File: src/rtl/sc_shift_sequencer.sv
// Load/shift/done sequencer that drives a downstream shift register for a programmable number of cycles.
// Optional macro SC_SHIFT_SEQUENCER_ABORT_EN adds an active-low abort input honoured in LOAD and SHIFT.
module sc_shift_sequencer #(
    parameter int DATAWIDTH_REGSHIFTER_SELECTION = 2,
    parameter int DATAWIDTH_COUNT                = 4
) (
    input  logic                                      SC_ShiftSequencer_CLOCK_50,
    input  logic                                      SC_ShiftSequencer_Reset_InLow,
    input  logic                                      SC_ShiftSequencer_Start_InLow,
    input  logic                                      SC_ShiftSequencer_Direction_In,
    input  logic [DATAWIDTH_COUNT-1:0]                SC_ShiftSequencer_Count_In,
`ifdef SC_SHIFT_SEQUENCER_ABORT_EN
    input  logic                                      SC_ShiftSequencer_Abort_InLow,
`endif
    output logic                                      SC_ShiftSequencer_Load_OutLow,
    output logic [DATAWIDTH_REGSHIFTER_SELECTION-1:0] SC_ShiftSequencer_ShiftSelection_OutLow,
    output logic                                      SC_ShiftSequencer_Busy_Out,
    output logic                                      SC_ShiftSequencer_Done_Out,
    output logic [1:0]                                o_dbg_state
);

    typedef enum logic [1:0] {
        ST_IDLE  = 2'd0,
        ST_LOAD  = 2'd1,
        ST_SHIFT = 2'd2,
        ST_DONE  = 2'd3
    } state_t;

    localparam logic [DATAWIDTH_REGSHIFTER_SELECTION-1:0] SEL_HOLD  = '0;
    localparam logic [DATAWIDTH_REGSHIFTER_SELECTION-1:0] SEL_LEFT  = DATAWIDTH_REGSHIFTER_SELECTION'(1);
    localparam logic [DATAWIDTH_REGSHIFTER_SELECTION-1:0] SEL_RIGHT = DATAWIDTH_REGSHIFTER_SELECTION'(2);

    state_t                     r_state;
    logic [DATAWIDTH_COUNT-1:0] r_count;
    logic                       r_dir;
    logic                       w_abort;

`ifdef SC_SHIFT_SEQUENCER_ABORT_EN
    assign w_abort = ~SC_ShiftSequencer_Abort_InLow;
`else
    assign w_abort = 1'b0;
`endif

    // Inputs are only looked at in IDLE; direction and count are frozen for the whole sequence.
    always_ff @(posedge SC_ShiftSequencer_CLOCK_50 or negedge SC_ShiftSequencer_Reset_InLow) begin
        if (!SC_ShiftSequencer_Reset_InLow) begin
            r_state <= ST_IDLE;
            r_count <= '0;
            r_dir   <= 1'b0;
        end else begin
            case (r_state)
                ST_IDLE: begin
                    if (!SC_ShiftSequencer_Start_InLow) begin
                        r_state <= ST_LOAD;
                        r_dir   <= SC_ShiftSequencer_Direction_In;
                        r_count <= SC_ShiftSequencer_Count_In;
                    end
                end
                ST_LOAD: begin
                    if (w_abort) begin
                        r_state <= ST_IDLE;
                        r_count <= '0;
                    end else if (r_count == '0) begin
                        r_state <= ST_DONE;
                    end else begin
                        r_state <= ST_SHIFT;
                    end
                end
                ST_SHIFT: begin
                    if (w_abort) begin
                        r_state <= ST_IDLE;
                        r_count <= '0;
                    end else if (r_count <= DATAWIDTH_COUNT'(1)) begin
                        // Last shift cycle: land on zero and leave, so the counter cannot wrap.
                        r_state <= ST_DONE;
                        r_count <= '0;
                    end else begin
                        r_count <= r_count - DATAWIDTH_COUNT'(1);
                    end
                end
                ST_DONE: begin
                    r_state <= ST_IDLE;
                end
                default: begin
                    r_state <= ST_IDLE;
                    r_count <= '0;
                end
            endcase
        end
    end

    always_comb begin
        SC_ShiftSequencer_Load_OutLow           = 1'b1;
        SC_ShiftSequencer_ShiftSelection_OutLow = SEL_HOLD;
        SC_ShiftSequencer_Busy_Out              = 1'b0;
        SC_ShiftSequencer_Done_Out              = 1'b0;
        case (r_state)
            ST_LOAD: begin
                SC_ShiftSequencer_Load_OutLow = 1'b0;
                SC_ShiftSequencer_Busy_Out    = 1'b1;
            end
            ST_SHIFT: begin
                SC_ShiftSequencer_ShiftSelection_OutLow = r_dir ? SEL_RIGHT : SEL_LEFT;
                SC_ShiftSequencer_Busy_Out              = 1'b1;
            end
            ST_DONE: begin
                SC_ShiftSequencer_Busy_Out = 1'b1;
                SC_ShiftSequencer_Done_Out = 1'b1;
            end
            default: begin
                SC_ShiftSequencer_Load_OutLow = 1'b1;
            end
        endcase
    end

    assign o_dbg_state = r_state;

endmodule
File: config.mk
export PLATFORM = sky130hd
export DESIGN_NAME = sc_shift_sequencer
export DESIGN_NICKNAME = d
export VERILOG_FILES = /design/src/rtl/sc_shift_sequencer.sv
export SDC_FILE = /design/constraint.sdc
export NUM_CORES = 1
export LEC_CHECK = 0
export CORE_AREA = 2 2 39 41
export DETAILED_ROUTE_END_ITERATION = 16
export DIE_AREA = 0 0 41 43
export HOLD_SLACK_MARGIN = 0.1
export PLACE_DENSITY_LB_ADDON = 0.1
export REMOVE_ABC_BUFFERS = 1
export SYNTH_ARGS = -nofsm -noshare
export SYNTH_HDL_FRONTEND = slang
export SYNTH_SLANG_ARGS = --single-unit
File: constraint.sdc
create_clock -name SC_ShiftSequencer_CLOCK_50 -period 2.7 [get_ports SC_ShiftSequencer_CLOCK_50]
set_clock_uncertainty 0.2 [all_clocks]
set_input_delay 0.27 -clock SC_ShiftSequencer_CLOCK_50 [delete_from_list [all_inputs] [get_ports SC_ShiftSequencer_CLOCK_50]]
set_output_delay 0.27 -clock SC_ShiftSequencer_CLOCK_50 [all_outputs]
set_load 0.02 [all_outputs]
==> results.md <==
* Status: complete, no violations
* CP max stage cell: clkdlybuf4s50_1
* Synth Instances at 52
* Share of cells above drive strength 1 at between 10% and 20%
* Most frequent cells in the layout: 14 x clkdlybuf4s50_1, 8 x inv_1, 7 x ha_1, 7 x dfrtp_1
* Mapped cell area at 503 um2
* Via count at ~430
* CTS buffer count at 3
* Worst path most repeated cell: inv_1
* Reg2Reg Setup Slack at around 740 ps
* DRC at 0
* Hold Path End: r_count[1]
* IO Pins at 15
* Synth warn at 0
* Yosys cell types at 24
* Clock Latency Late Sink at around 250 ps
* Routed len/inst at between 10 and 15 um
* # rows at 14
* R2R Path End: r_count[2]
* Total gr overflow at 0
* H-Tree Depth at 1
* Die X at 41 um
* Port bufs at 14
* Reg2Reg Depth at 5
* Diodes inserted at 0
* Largest net degree at the start of global routing at 9
* Critical Path End Type: primary output
* CTS tree: built
* Commonest non-fill, non-tap cell in the layout: clkdlybuf4s50_1
* Drt first pass iters at 4
* Synth top area cells: dfrtp_1 35%, ha_1 17%, inv_1 6.0%
* Chip height at about 43 um
* Post-Syn Area per Cell at 9.67 um2
* RSZ-0062 raised after global routing: false
* WHS Path Cells at 1
* DIE AREA at 1760 um2
* Seq cells post-synth at 7
* Slew @ Worst Pin at approximately 350 ps
* Core Area at around 1400 um2
* Final antenna-violating net count at 0
* RR Startpoint: o_dbg_state[0]
* Hold path start: r_count[1]
* Final wirelength at 1.04 mm
* Clock sink count at 7
* Antenna violations before repair at 0
* Maximum capacitance violations at 0
* Tmin final at about 2500 ps
* Clock buffer depth at 2
* Final Util at 50.5%
* Post-CTS Setup Bufs at 0
* Vias per std cell at roughly 4.9
* Areal power density over the cells at around 1300 nW/um2
* Sequential area share after synthesis at between 30% and 40%
* Setup_tns at 0 ps
* Worst path max stage delay at around 600 ps
* Worst rel slew slack at 76.3%
* Gpl congestion at between 0.7 and 0.8
* Hold Path Class: reg2reg
* Filler Cell Count at 138
* Detailed Place HPWL at 789 um
* Leakage at a little over 0.0003 uW
* Synth-to-layout area growth at 39.1%
* Cell Chain, Critical Path: inv_1 > ha_1 > inv_1 > nor2_1 > clkdlybuf4s50_1
* Worst-path maximum fanout at 7
* Crit path launch type: flop
* Yosys top cell area share at between 30% and 40%
* Critical path class: reg2out
* CTS Root Cell: clkbuf_4
* Arrival @ worst endpoint at 2020 ps
* Global-route wire length before repair at 1.75 mm
* Final Hold Fails at 0
* Nets at a little under 90
* Fmax at 401 MHz
* Vias in the first global route at between 400 and 500
* Clock-pin slew on the worst setup and hold paths at approximately 50 ps
* Worst IR drop on VDD at 0.569 mV
* Setup-failing EPs final at 0
* Crit share post-route at about 90%
* Critical path data required time at around 2200 ps
* Starting Density at between 30 and 40%
* Largest area contributor in the netlist: dfrtp_1
* Max Slew Vio Count at 0
* Total GRT Usage at 14.8%
* Initial DRC count at 4
==> report_power, final <==
part	internal, uW	switching (uW)
logic	270	303
registers	162	64.2
clock network	56.5	39.7
==> how the worst max path moves through the flow <==
stage                   start                                          to  slack, ps  cells past startpoint
6_report       o_dbg_state[0]  SC_ShiftSequencer_ShiftSelection_OutLow[0]        210                      5
3_5_place_dp   o_dbg_state[0]  SC_ShiftSequencer_ShiftSelection_OutLow[0]        480                      5
3_3_place_gp   o_dbg_state[0]  SC_ShiftSequencer_ShiftSelection_OutLow[0]        490                      5
4_1_cts        o_dbg_state[0]  SC_ShiftSequencer_ShiftSelection_OutLow[0]        190                      5
2_1_floorplan  o_dbg_state[0]                                  r_count[2]        780                      5
5_1_grt        o_dbg_state[0]  SC_ShiftSequencer_ShiftSelection_OutLow[0]         40                      5
==> metrics by stage <==
step           power [uW]  cells  instance area (um2)  setup slack, ps  hold slack (ps)
6_report              896     87                  699              208              312
5_1_grt               982     87                  699             43.9              328
4_1_cts               909     87                  699              186              313
3_5_place_dp          803     82                  663              481              298
3_3_place_gp          806     82                  663              493              291
2_1_floorplan         624     52                  503              781             -226
==> metal layers <==
| metal | global-route usage [%] | vias to the layer above | routed length (um) |
|---|---|---|---|
| li1 | - | 223 | - |
| met1 | 20.9 | 189 | 483 |
| met2 | 18.4 | 11 | 475 |
| met3 | 6.28 | 4 | 63 |
| met4 | 8.00 | 0 | 17 |
| met5 | 0 | - | 0 |
==> area by class of cell <==
cell class,instances,area (um2),area share (%)
Multi-Input combinational cell,37,298,42.6
Sequential cell,7,175,25.0
Timing Repair Buffer,15,150,21.5
Inverter,8,30.0,4.29
Clock buffer,4,26.3,3.76
Tap cell,16,20.0,2.86
==> cell families after synthesis <==
family | synth area share, %
AOI/OAI and AO/OA | 25.1
and+or+nand+nor | 12.2
buffers and inverters | 5.97
adders and majority gates | 17.4
DFF | 34.8
muxes | 4.48
==> state kept, by name, summed over array words and instances (netlist names) <==
signal and cells:
r_count 4, r_dir 1, o_dbg_state 2
==> synth_stat cells <==
cell type / count
a31o_1: 1
a211oi_1: 1
nand2_1: 2
inv_1: 8
o22ai_1: 1
mux2_2: 2
a221o_1: 1
o2bb2ai_1: 1
o21ai_1: 2
o21ai_0: 1
a31oi_1: 2
nor3b_1: 1
o31ai_4: 1
dfrtp_1: 7
nor2_1: 2
nor3_1: 1
nor2_2: 1
nand3_1: 3
ha_1: 7
a21oi_1: 2
and2_1: 1
a2bb2oi_1: 2
nor2b_1: 1
o21ai_2: 1
==> what timing repair did <==
item	in CTS	in global routing
gates resized for setup	0	0
hold buffers	1	0
endpoints found under the hold margin	7	0
==> worst max-delay path, delay by kind of cell, from the launching register on <==
family | cells | cell delay, ps
adder cells (fa/ha/maj) | 1 | 320
flip-flops | 1 | 440
buffers and inverters | 3 | 880
AND/OR/NAND/NOR | 1 | 130
Note: power is estimated with default switching activity, not from simulation.
